==> config.mk <==
export PLATFORM = sky130hd
export DESIGN_NAME = sonic_rp_vc_ast_mux
export DESIGN_NICKNAME = d
export VERILOG_FILES = /design/src/rtl/sonic_rp_pkg.sv /design/src/rtl/sonic_rp_rr_arb.sv /design/src/rtl/sonic_rp_vc_ast_mux.sv
export SDC_FILE = /design/constraint.sdc
export NUM_CORES = 1
export LEC_CHECK = 0
export CAP_MARGIN = 30
export CORE_AREA = 10 10 250 252
export CTS_CLUSTER_DIAMETER = 120
export CTS_CLUSTER_SIZE = 20
export DETAILED_ROUTE_END_ITERATION = 10
export DIE_AREA = 0 0 260 262
export GPL_ROUTABILITY_DRIVEN = 0
export HOLD_SLACK_MARGIN = 0.06
export PLACE_DENSITY_LB_ADDON = 0.3
export SYNTH_ARGS = -nofsm -noshare
export SYNTH_HDL_FRONTEND = slang
export SYNTH_SLANG_ARGS = --single-unit
==> constraint.sdc <==
create_clock -name pld_clk -period 3.8 [get_ports pld_clk]
set_clock_uncertainty 0.15 [all_clocks]
set_input_delay 0.76 -clock pld_clk [delete_from_list [all_inputs] [get_ports pld_clk]]
set_output_delay 0.76 -clock pld_clk [all_outputs]
set_load 0.05 [all_outputs]
==> src/rtl/sonic_rp_pkg.sv <==
// Shared types, constants and helpers for the root-port multi-VC Avalon-ST mux.
package sonic_rp_pkg;

    // Traffic-class field position inside header DW0 of the first beat
    localparam int unsigned TC_LSB = 20;
    localparam int unsigned TC_MSB = 22;

    typedef enum logic {TX_IDLE, TX_LOCK} tx_state_e;

    function automatic bit data_w_legal(input int unsigned w);
        return (w == 64) || (w == 128) || (w == 256);
    endfunction

    // Empty field width, never narrower than one bit
    function automatic int unsigned empty_w(input int unsigned w);
        int unsigned e;
        e = $clog2(w / 64);
        return (e < 1) ? 1 : e;
    endfunction

    // Index width for a set of n ports, never narrower than one bit
    function automatic int unsigned idx_w(input int unsigned n);
        return (n > 1) ? $clog2(n) : 1;
    endfunction

    function automatic int unsigned tc_to_vc(input logic [2:0] tc, input int unsigned num_vc);
        return 32'(tc) % num_vc;
    endfunction

endpackage

==> src/rtl/sonic_rp_rr_arb.sv <==
// Round-robin requester picker: first request at or after ptr wins, wrapping mod NUM_VC.
module sonic_rp_rr_arb
    import sonic_rp_pkg::*;
#(
    parameter int unsigned NUM_VC = 2
) (
    input  logic [NUM_VC-1:0]         req,
    input  logic [idx_w(NUM_VC)-1:0]  ptr,
    output logic [NUM_VC-1:0]         grant,
    output logic [idx_w(NUM_VC)-1:0]  grant_idx,
    output logic                      grant_any
);
    localparam int unsigned VC_W = idx_w(NUM_VC);

    // Scan requesters starting from ptr and take the first one found
    always_comb begin
        logic [VC_W-1:0] idx;
        idx       = '0;
        grant     = '0;
        grant_idx = '0;
        grant_any = 1'b0;
        for (int unsigned i = 0; i < NUM_VC; i++) begin
            if (32'(ptr) + i >= NUM_VC) idx = VC_W'(32'(ptr) + i - NUM_VC);
            else                        idx = VC_W'(32'(ptr) + i);
            if (!grant_any && req[idx]) begin
                grant_any  = 1'b1;
                grant[idx] = 1'b1;
                grant_idx  = idx;
            end
        end
    end

endmodule

==> src/rtl/sonic_rp_vc_ast_mux.sv <==
// Multi-VC Avalon-ST mux/demux between VC BFM ports and the single RP rx_st/tx_st link.
// TX: packet-atomic round-robin; RX: steering by header TC; delayed internal reset.
// Optional statistics/protocol-error ports are built when SONIC_RP_VC_STATS_EN is defined.
module sonic_rp_vc_ast_mux
    import sonic_rp_pkg::*;
#(
    parameter int unsigned DATA_W     = 128,
    parameter int unsigned NUM_VC     = 2,
    parameter int unsigned RST_STAGES = 2,
    parameter int unsigned EMPTY_W    = empty_w(DATA_W)
) (
    input  logic                      pld_clk,
    input  logic                      rstn,
    output logic                      vc_rstn,
    input  logic [NUM_VC-1:0]         tx_vc_valid,
    input  logic [NUM_VC-1:0]         tx_vc_sop,
    input  logic [NUM_VC-1:0]         tx_vc_eop,
    input  logic [NUM_VC*EMPTY_W-1:0] tx_vc_empty,
    input  logic [NUM_VC*DATA_W-1:0]  tx_vc_data,
    output logic [NUM_VC-1:0]         tx_vc_ready,
    output logic                      tx_st_valid,
    output logic                      tx_st_sop,
    output logic                      tx_st_eop,
    output logic [EMPTY_W-1:0]        tx_st_empty,
    output logic [DATA_W-1:0]         tx_st_data,
    input  logic                      tx_st_ready,
    input  logic                      rx_st_valid,
    input  logic                      rx_st_sop,
    input  logic                      rx_st_eop,
    input  logic [EMPTY_W-1:0]        rx_st_empty,
    input  logic [DATA_W-1:0]         rx_st_data,
    output logic                      rx_st_ready,
    output logic [NUM_VC-1:0]         rx_vc_valid,
    output logic                      rx_vc_sop,
    output logic                      rx_vc_eop,
    output logic [EMPTY_W-1:0]        rx_vc_empty,
    output logic [DATA_W-1:0]         rx_vc_data,
    input  logic [NUM_VC-1:0]         rx_vc_ready
`ifdef SONIC_RP_VC_STATS_EN
    ,
    output logic [NUM_VC*32-1:0]      stat_tx_pkt,
    output logic [NUM_VC*32-1:0]      stat_rx_pkt,
    output logic                      stat_proto_err
`endif
);
    localparam int unsigned     VC_W    = idx_w(NUM_VC);
    localparam logic [VC_W-1:0] LAST_VC = VC_W'(NUM_VC - 1);

    if (!data_w_legal(DATA_W)) begin : g_bad_data_w
        $error("sonic_rp_vc_ast_mux: DATA_W must be 64, 128 or 256");
    end

    function automatic logic [VC_W-1:0] next_vc(input logic [VC_W-1:0] v);
        return (v == LAST_VC) ? '0 : v + 1'b1;
    endfunction

    // Reset release delay: ones shift toward vc_rstn after rstn rises
    logic [RST_STAGES-1:0] rst_pipe_q;
    always_ff @(posedge pld_clk or negedge rstn) begin
        if (!rstn) rst_pipe_q <= '0;
        else       rst_pipe_q <= RST_STAGES'({rst_pipe_q, 1'b1});
    end
    assign vc_rstn = rst_pipe_q[RST_STAGES-1];

    // ---------------- TX arbitration ----------------
    tx_state_e         state_q, state_d;
    logic [VC_W-1:0]   lock_q, lock_d, ptr_q, ptr_d;
    logic [NUM_VC-1:0] arb_grant;
    logic [VC_W-1:0]   arb_idx, tx_sel;
    logic              arb_any, tx_acc;

    sonic_rp_rr_arb #(
        .NUM_VC (NUM_VC)
    ) u_arb (
        .req       (tx_vc_valid & tx_vc_sop),
        .ptr       (ptr_q),
        .grant     (arb_grant),
        .grant_idx (arb_idx),
        .grant_any (arb_any)
    );

    // Route the granted (IDLE) or locked (LOCK) VC straight onto the link
    always_comb begin
        tx_sel      = (state_q == TX_LOCK) ? lock_q : arb_idx;
        tx_st_valid = vc_rstn & ((state_q == TX_LOCK) ? tx_vc_valid[lock_q] : arb_any);
        tx_st_sop   = tx_vc_sop[tx_sel];
        tx_st_eop   = tx_vc_eop[tx_sel];
        tx_st_empty = tx_vc_empty[tx_sel*EMPTY_W +: EMPTY_W];
        tx_st_data  = tx_vc_data[tx_sel*DATA_W +: DATA_W];
        tx_vc_ready = '0;
        if (vc_rstn) begin
            if (state_q == TX_LOCK) tx_vc_ready[lock_q] = tx_st_ready;
            else                    tx_vc_ready = arb_grant & {NUM_VC{tx_st_ready}};
        end
    end

    assign tx_acc = tx_st_valid & tx_st_ready;

    // Lock onto a VC for a multi-beat packet; advance the pointer past it on eop
    always_comb begin
        state_d = state_q;
        lock_d  = lock_q;
        ptr_d   = ptr_q;
        case (state_q)
            TX_IDLE: begin
                if (tx_acc) begin
                    lock_d = arb_idx;
                    if (tx_st_eop) ptr_d   = next_vc(arb_idx);
                    else           state_d = TX_LOCK;
                end
            end
            TX_LOCK: begin
                if (tx_acc && tx_st_eop) begin
                    state_d = TX_IDLE;
                    ptr_d   = next_vc(lock_q);
                end
            end
            default: state_d = TX_IDLE;
        endcase
    end

    // TX state register, held cleared until the delayed reset releases
    always_ff @(posedge pld_clk or negedge rstn) begin
        if (!rstn) begin
            state_q <= TX_IDLE;
            lock_q  <= '0;
            ptr_q   <= '0;
        end else if (!vc_rstn) begin
            state_q <= TX_IDLE;
            lock_q  <= '0;
            ptr_q   <= '0;
        end else begin
            state_q <= state_d;
            lock_q  <= lock_d;
            ptr_q   <= ptr_d;
        end
    end

    // ---------------- RX steering ----------------
    logic [VC_W-1:0] rx_vc_q, rx_sel;
    logic            rx_acc;

    // A sop beat is steered by its own TC; later beats follow the latched VC
    always_comb begin
        rx_sel = (rx_st_valid && rx_st_sop) ?
                 VC_W'(tc_to_vc(rx_st_data[TC_MSB:TC_LSB], NUM_VC)) : rx_vc_q;
        rx_vc_valid         = '0;
        rx_vc_valid[rx_sel] = rx_st_valid & vc_rstn;
        rx_st_ready         = rx_vc_ready[rx_sel] & vc_rstn;
    end

    assign rx_acc      = rx_st_valid & rx_st_ready;
    assign rx_vc_sop   = rx_st_sop;
    assign rx_vc_eop   = rx_st_eop;
    assign rx_vc_empty = rx_st_empty;
    assign rx_vc_data  = rx_st_data;

    // Latch the destination VC when the sop beat is accepted
    always_ff @(posedge pld_clk or negedge rstn) begin
        if (!rstn)                   rx_vc_q <= '0;
        else if (!vc_rstn)           rx_vc_q <= '0;
        else if (rx_acc && rx_st_sop) rx_vc_q <= rx_sel;
    end

`ifdef SONIC_RP_VC_STATS_EN
    logic proto_err_q, proto_err_d;

    // Sticky: stray beat without sop while idle, or a new sop inside a locked packet
    always_comb begin
        proto_err_d = proto_err_q
                    | ((state_q == TX_IDLE) && (|(tx_vc_valid & ~tx_vc_sop)))
                    | ((state_q == TX_LOCK) && tx_vc_valid[lock_q] && tx_vc_sop[lock_q]);
    end

    // Protocol error flag register
    always_ff @(posedge pld_clk or negedge rstn) begin
        if (!rstn)         proto_err_q <= 1'b0;
        else if (!vc_rstn) proto_err_q <= 1'b0;
        else               proto_err_q <= proto_err_d;
    end
    assign stat_proto_err = proto_err_q;

    for (genvar g = 0; g < NUM_VC; g++) begin : g_stats
        logic [31:0] tx_cnt_q, rx_cnt_q;
        // Saturating per-VC packet counters, bumped on accepted eop
        always_ff @(posedge pld_clk or negedge rstn) begin
            if (!rstn || !vc_rstn) begin
                tx_cnt_q <= '0;
                rx_cnt_q <= '0;
            end else begin
                if (tx_acc && tx_st_eop && tx_sel == VC_W'(g) && tx_cnt_q != '1)
                    tx_cnt_q <= tx_cnt_q + 32'd1;
                if (rx_acc && rx_st_eop && rx_sel == VC_W'(g) && rx_cnt_q != '1)
                    rx_cnt_q <= rx_cnt_q + 32'd1;
            end
        end
        assign stat_tx_pkt[g*32 +: 32] = tx_cnt_q;
        assign stat_rx_pkt[g*32 +: 32] = rx_cnt_q;
    end
`endif

endmodule

==> qor.yml, run 1 <==
p_leak_nw: 2.600
crit_required_ns: 2.89
min_period_over_period: 0.9672
whs_ns: 0.1983
viasPerCell: 2.540
insertion_delay_ns: 0.25
drive_gt1_frac: 0.3732
routed_wl_um: 22400
setup.worst_path.end_class: "output port"
postPlaceCellArea_um2: 6878
die_w_um: 260
fp.dieH_um: 262
synth_simple_gate_area_share: 0.03193
reg2reg_from: "ptr_q"
r2r_cells: 6
hold_path.class: "reg -> reg"
grt_overflow: 0
syn_nets: 721
grt_pass1_vias: 4071
ys_seq_area_frac: 0.05109
dieArea_um2: 68120
critPathSlowestCell: "clkdlybuf4s50_1"
grt_setup_unrepaired: "false"
tns_ns: 0
drc: 0
hold_end: "rst_pipe_q[1]"
port_buffers: 411
area_delta_synth_final_pct: 136.9
reg2reg_setup_slack_ns: 1.68
synthMuxAreaShare: 0.5194
synth_xor_area_frac: 0
power_density_nw_per_um2: 217.9
critical_path.top_delay_family: "buffers and inverters"
path_class: "in -> out"
hold_path_depth: 0
path_max_fanout: 22
critPathArrivalTime_ns: 2.77
status: "finished, final reports clean"
wire_per_inst_um: 16.23
crit_chain: "clkdlybuf4s50_1 -> and3b_1 -> o31ai_4 -> buf_12 -> buf_12 -> mux2_2 -> buf_4"
antenna_left: 0
first_pass_iters: 3
ctsHoldBuffers: 0
final_area_um2: 6963
placementRows: 88
start_util: 0.05123
cap_violations: 0
ir_drop_v: 0.0001044
syn-cell-area_um2: 2939
cp-start-kind: "input pin"
vias: 3505
root_buffer: "clkbuf_16"
syn_inst: 320
post_cts_buffers: 0
slew_headroom: 0.5992
hold_viol_final: 0
cpPeakStageDelay_ns: 0.46
grt_max_degree: 23
nets: 1014
clock_sink_count: 6
pin_count: 670
antenna_found_initial: 3
crit_top_cell: "buf_12"
cts_tree: "done"
cts.clk_slew.worst_paths_ns: 0.05
fin_util: 0.1214
synth_top_family_by_area: "multiplexers"
min_period_ns: 3.675
grt_usage: 0.05998
fmaxAchievable_mhz: 272.1
core-area_um2: 57370
grt_pass1_wl_um: 29470
synth-compound-area-share: 0.02937
drt_iter0_markers: 92
worst_slew_pin_slew_ns: 0.5994
r2r_end: "state_q"
dp.final_hpwl_um: 20780
slew_viol_final: 0
finalSetupViolations: 0
synth_cell_types: 24
htree_levels: 1
ys_warn_count: 0
clockBufferDepth: 2
post_cts_resized: 0
cts_buffers: 3
hold_path_startpoint: "rst_pipe_q[0]"
synth_fa_ha_area_frac: 0
cp_num_buf_inv: 4
synth_area_per_cell_um2: 9.185
ys_ff_latch: 6
==> stage by stage <==
stage / std cells / total power [W] / worst slack [ns]
4_1_cts: 1376 / 0.001543 / 0.09795
5_1_grt: 1376 / 0.001593 / 0.03784
6_report: 1380 / 0.001518 / 0.1247
3_5_place_dp: 1373 / 0.001336 / 0.09937
3_3_place_gp: 1373 / 0.001337 / 0.1475
2_1_floorplan: 320 / 0.001116 / 0.5109
==> worst max-delay path by stage <==
stage,startpoint,to,slack (ns),cells after the start
global placement,tx_vc_sop[0],tx_st_data[29],0.15,7
finish,tx_vc_sop[0],tx_st_data[109],0.12,7
CTS,tx_vc_sop[0],tx_st_data[109],0.1,7
detailed placement,tx_vc_sop[0],tx_st_data[109],0.1,7
floorplan,tx_vc_sop[0],tx_vc_ready[1],0.51,5
global route,tx_vc_sop[0],tx_st_data[29],0.04,7
==> synthesized netlist by cell type (all sizes together) <==
library cell,instances,share of area
clkbuf,1,0.0013
nand2,8,0.010
mux2i,4,0.014
o31ai,2,0.0098
nand2b,1,0.0021
a21oi,2,0.0034
inv,1,0.0013
a211oi,2,0.0051
a221oi,1,0.0030
a21o,1,0.0026
mux2,132,0.51
and3,2,0.0043
o221a,1,0.0038
nand3,3,0.0051
and3b,1,0.0030
nor2,4,0.0051
conb,1,0.0013
buf,145,0.36
nor2b,1,0.0021
dfrtp,6,0.051
o21ai,1,0.0017
==> power by group <==
group / total (W) / internal, W / switching [W] / leakage (nW)
Sequential: 0.0000767 / 0.0000686 / 0.00000807 / 0.0775
Combinational: 0.00124 / 0.000556 / 0.000684 / 2.49
Clock: 0.000201 / 0.000138 / 0.0000630 / 0.0370
==> registers in the layout, summed over array words and instances, names as in the netlist <==
name,flops
rst_pipe_q,2
lock_q,1
ptr_q,1
rx_vc_q,1
state_q,1
==> cell type report <==
cell class	instances	area (um2)
clock buffers	3	75.07
flip-flops and latches	6	150.1
diodes	4	10.01
fillers	6581	50400
well taps	765	957.2
inverters	1	3.754
repair buffers	434	4056
multi-input cells	167	1710
==> routing by layer <==
layer | vias up | global-route usage | share of wire
li1 | 1564 | - | -
met1 | 1502 | 0.05870 | 0.35
met2 | 365 | 0.09446 | 0.43
met3 | 70 | 0.04106 | 0.16
met4 | 4 | 0.03232 | 0.056
met5 | - | 0 | 0.0010
==> cells by family (layout without fill, tap and decap cells) <==
group           Yosys count  in the layout
compound gates           10             10
buf+inv                 147            438
flops                     6              6
mux                     136            136
other cells               1              5
simple gates             20             20
==> cell usage in the layout, fill, tap and decap left out, types with 2 or more instances in the layout <==
cell type | synthesis | layout
nand3_1 | 3 | 3
mux2_2 | 63 | 63
nor2_1 | 4 | 4
clkbuf_16 | 0 | 3
dfrtp_1 | 6 | 6
and3_1 | 2 | 2
mux2_1 | 69 | 69
clkdlybuf4s50_1 | 0 | 274
a21oi_1 | 2 | 2
nand2_1 | 8 | 8
a211oi_1 | 2 | 2
diode_2 | 0 | 4
mux2i_1 | 4 | 4
buf_4 | 138 | 151
buf_12 | 0 | 9
(Power assumes the default switching activity.)
==> inputs of run 2 (changes only) <==
--- a/config.mk
+++ b/config.mk
@@ -5,12 +5,13 @@
 export SDC_FILE = /design/constraint.sdc
 export NUM_CORES = 1
 export LEC_CHECK = 0
+export ABC_AREA = 1
 export CAP_MARGIN = 30
-export CORE_AREA = 10 10 250 252
+export CORE_AREA = 10 10 255 257
 export CTS_CLUSTER_DIAMETER = 120
 export CTS_CLUSTER_SIZE = 20
 export DETAILED_ROUTE_END_ITERATION = 10
-export DIE_AREA = 0 0 260 262
+export DIE_AREA = 0 0 265 267
 export GPL_ROUTABILITY_DRIVEN = 0
 export HOLD_SLACK_MARGIN = 0.06
 export PLACE_DENSITY_LB_ADDON = 0.3
==> run 2 against run 1 <==
Synthesized area grew 3.4%. Power grew 54%. Critical endpoint is now tx_st_data[85]. First-iteration DRC count is 38% higher. Fmax rose by 5.9%. Core utilization rose by 2.1 points. Critical path depth grew 4. Largest power group unchanged. Highest routed layer unchanged. Sequential power shrank 8.2%. Flip-flop and latch count unchanged. Cell area up 22%.
==> qor.yml, run 2 <==
fmaxAchievable_mhz: 288.3  # +5.9%
grt_use_met3: 0.03893  # -0.002126
placementRows: 90  # +2.3%
postPlaceCellArea_um2: 8429  # +23%
nets: 1287  # +27%
vias: 4624  # +32%
ctsHoldBuffers: 0  # unchanged
status: "finished, final reports clean"
cts_buffers: 3  # unchanged
antenna_left: 0  # unchanged
first_pass_iters: 4  # +1
drive_gt1_frac: 0.1742  # -0.1990
n_antenna_cell: 0  # -4
dieArea_um2: 70760  # +3.9%
insertion_delay_ns: 0.22  # -0.03 ns
min_period_over_period: 0.9129  # -0.05430
clock_sink_count: 6  # unchanged
cpPeakStageDelay_ns: 0.51  # +0.05 ns
routed_wl_um: 27750  # +24%
synth_top_area_share: 0.5076  # +0.1551
crit_chain: "clkdlybuf4s50_1 -> nand2_1 -> inv_2 -> nand2_1 -> nand2_2 -> nand2_8 -> inv_4 -> buf_12 -> nand2_1 -> nand2_1 -> buf_12"
fp.dieH_um: 267  # +1.9%
ir_drop_v: 0.0001106  # +5.9%
grt_pass1_vias: 5187  # +27%
htree_levels: 1  # unchanged
path_class: "in -> out"
async_flop_share: 1.000  # unchanged
switching_share: 0.4907  # -0.006926
power_density_nw_per_um2: 275.3  # +26%
post_cts_buffers: 0  # unchanged
clockBufferDepth: 2  # unchanged
drc: 0  # unchanged
die_w_um: 265  # +1.9%
hold_path.class: "reg -> reg"
synthTopCellsByArea: "nand2_1 (51%), buf_4 (35%), dfrtp_1 (4.9%)"
sequentialPowerShare: 0.030  # -0.021
synth_edf_count: 0  # unchanged
setup.worst_path.end_class: "output port"
critPathArrivalTime_ns: 2.56  # -0.21 ns
p_int_w: 0.001192  # +56%
whs_ns: 0.1910  # -0.007338 ns
ys_seq_area_frac: 0.04940  # -0.001683
cp-start-kind: "input pin"
critPathSlowestCell: "clkdlybuf4s50_1"
largest_reg_flops: 2  # unchanged
wire_per_inst_um: 16.65  # +2.6%
grt_usage: 0.07268  # +0.01270
syn_inst: 619  # +93%
p_leak_nw: 3.821  # +47%
pin_count: 670  # unchanged
viasPerCell: 2.776  # +9.3%
antenna_found_initial: 11  # +8
syn-cell-area_um2: 3039  # +3.4%
gr-usage-met1: 0.07295  # +0.01425
drt_iter0_markers: 127  # +38%
synth_top_flop_cell: "dfrtp_1"
final_common_cell: "nand2_1"
final_cell_mix: "nand2_1 (411), clkdlybuf4s50_1 (274), buf_12 (136)"
yosysMostFrequentCell: "nand2_1"
ys_ff_latch: 6  # unchanged
cap_violations: 0  # unchanged
netlist_top_cells_count: "nand2_1 (411), buf_4 (141), buf_2 (15)"
min_period_ns: 3.469  # -0.2064 ns
syn_nets: 1020  # +41%
switchingPower_w: 0.001149  # +52%
area_delta_synth_final_pct: 179.8
cts.clk_slew.worst_paths_ns: 0.03  # -0.02 ns
grt_overflow: 0  # unchanged
crit_required_ns: 2.89  # about the same
dp.final_hpwl_um: 25480  # +23%
final_area_um2: 8504  # +22%
root_buffer: "clkbuf_16"
grt_max_degree: 64  # +180%
tns_ns: 0  # unchanged
use_met2: 0.1234  # +0.02897
slew_headroom: 0.6662  # +0.06707
cts_tree: "done"
clkPwrFrac: 0.071  # -0.061
grt_setup_unrepaired: "false"
synth_cell_types: 17  # -29%
ys_warn_count: 0  # unchanged
slew_viol_final: 0  # unchanged
path_max_fanout: 52  # +140%
post_cts_resized: 0  # unchanged
grt_pass1_wl_um: 37820  # +28%
synth_area_per_cell_um2: 4.910  # -47%
hold_viol_final: 0  # unchanged
start_util: 0.05073  # -0.0005035
regMostFlops: "rst_pipe_q"
port_buffers: 411  # unchanged
crit_top_cell: "nand2_1"
yosysTopAreaCell: "nand2_1"
busiest_layer: "met2"
core-area_um2: 59910  # +4.4%
finalSetupViolations: 0  # unchanged
p_comb_frac: 0.899  # +0.082
worst_slew_pin_slew_ns: 0.4991  # -0.1003 ns
run 2: kinds of logic after synthesis:
kind of cell / after synthesis / share of synthesized area
AOI/OAI and AO/OA: 8 / 0.01400
buffers and inverters: 175 / 0.3989
DFF: 6 / 0.04940
other: 1 / 0.001234
and+or+nand+nor: 429 / 0.5364
run 2: routing by layer:
metal / wire length, um / part of all wire / vias up
met5: 13 / 0.00047 / -
met4: 1255 / 0.045 / 2
met3: 3821 / 0.14 / 78
met2: 12630 / 0.46 / 429
met1: 10030 / 0.36 / 1886
li1: - / - / 2229
run 2: power by group through the flow:
stage / Combinational [W] / Sequential [W] / Clock (W)
floorplan: 0.00127 / 0.0000719 / 0
global placement: 0.00214 / 0.0000714 / 0
detailed placement: 0.00214 / 0.0000712 / 0
CTS: 0.00215 / 0.0000706 / 0.000171
global route: 0.00221 / 0.0000712 / 0.000176
finish: 0.00210 / 0.0000704 / 0.000166
run 2: worst max-delay path, delay by kind of cell:
kind          cells  cell delay, ns
simple gates      6            0.65
buf+inv           5            1.05
run 2: cell type report:
type	count	area, um2
well taps	782	978.4
inverters	16	62.56
clock buffers	3	75.07
multi-input cells	438	1690
repair buffers	421	5548
flip-flops and latches	6	150.1
fillers	6872	51400
run 2: path summary, 6_finish.rpt:
| path | to | slack [ns] | startpoint | cells past startpoint |
|---|---|---|---|---|
| max | tx_st_data[85] | 0.33 | tx_vc_valid[1] | 11 |
| min | rst_pipe_q[1] | 0.19 | rst_pipe_q[0] | 0 |
| max reg2reg | ptr_q | 2.20 | ptr_q | 9 |
| min reg2reg | rst_pipe_q[1] | 0.19 | rst_pipe_q[0] | 0 |
| max in group asynchronous | rst_pipe_q[0] | 2.62 | rstn | 1 |
| min in group asynchronous | ptr_q | 0.65 | rstn | 1 |
run 2: per-stage QoR:
stage          cells  worst slack, ns  power (W)  utilization
3_3_place_gp    1663           0.2901   0.002215       0.1407
6_report        1666           0.3310   0.002341       0.1420
3_5_place_dp    1663           0.2528   0.002212       0.1407
2_1_floorplan    619           0.5018   0.001338            -
5_1_grt         1666           0.1616   0.002455       0.1420
4_1_cts         1666           0.2489   0.002387       0.1420
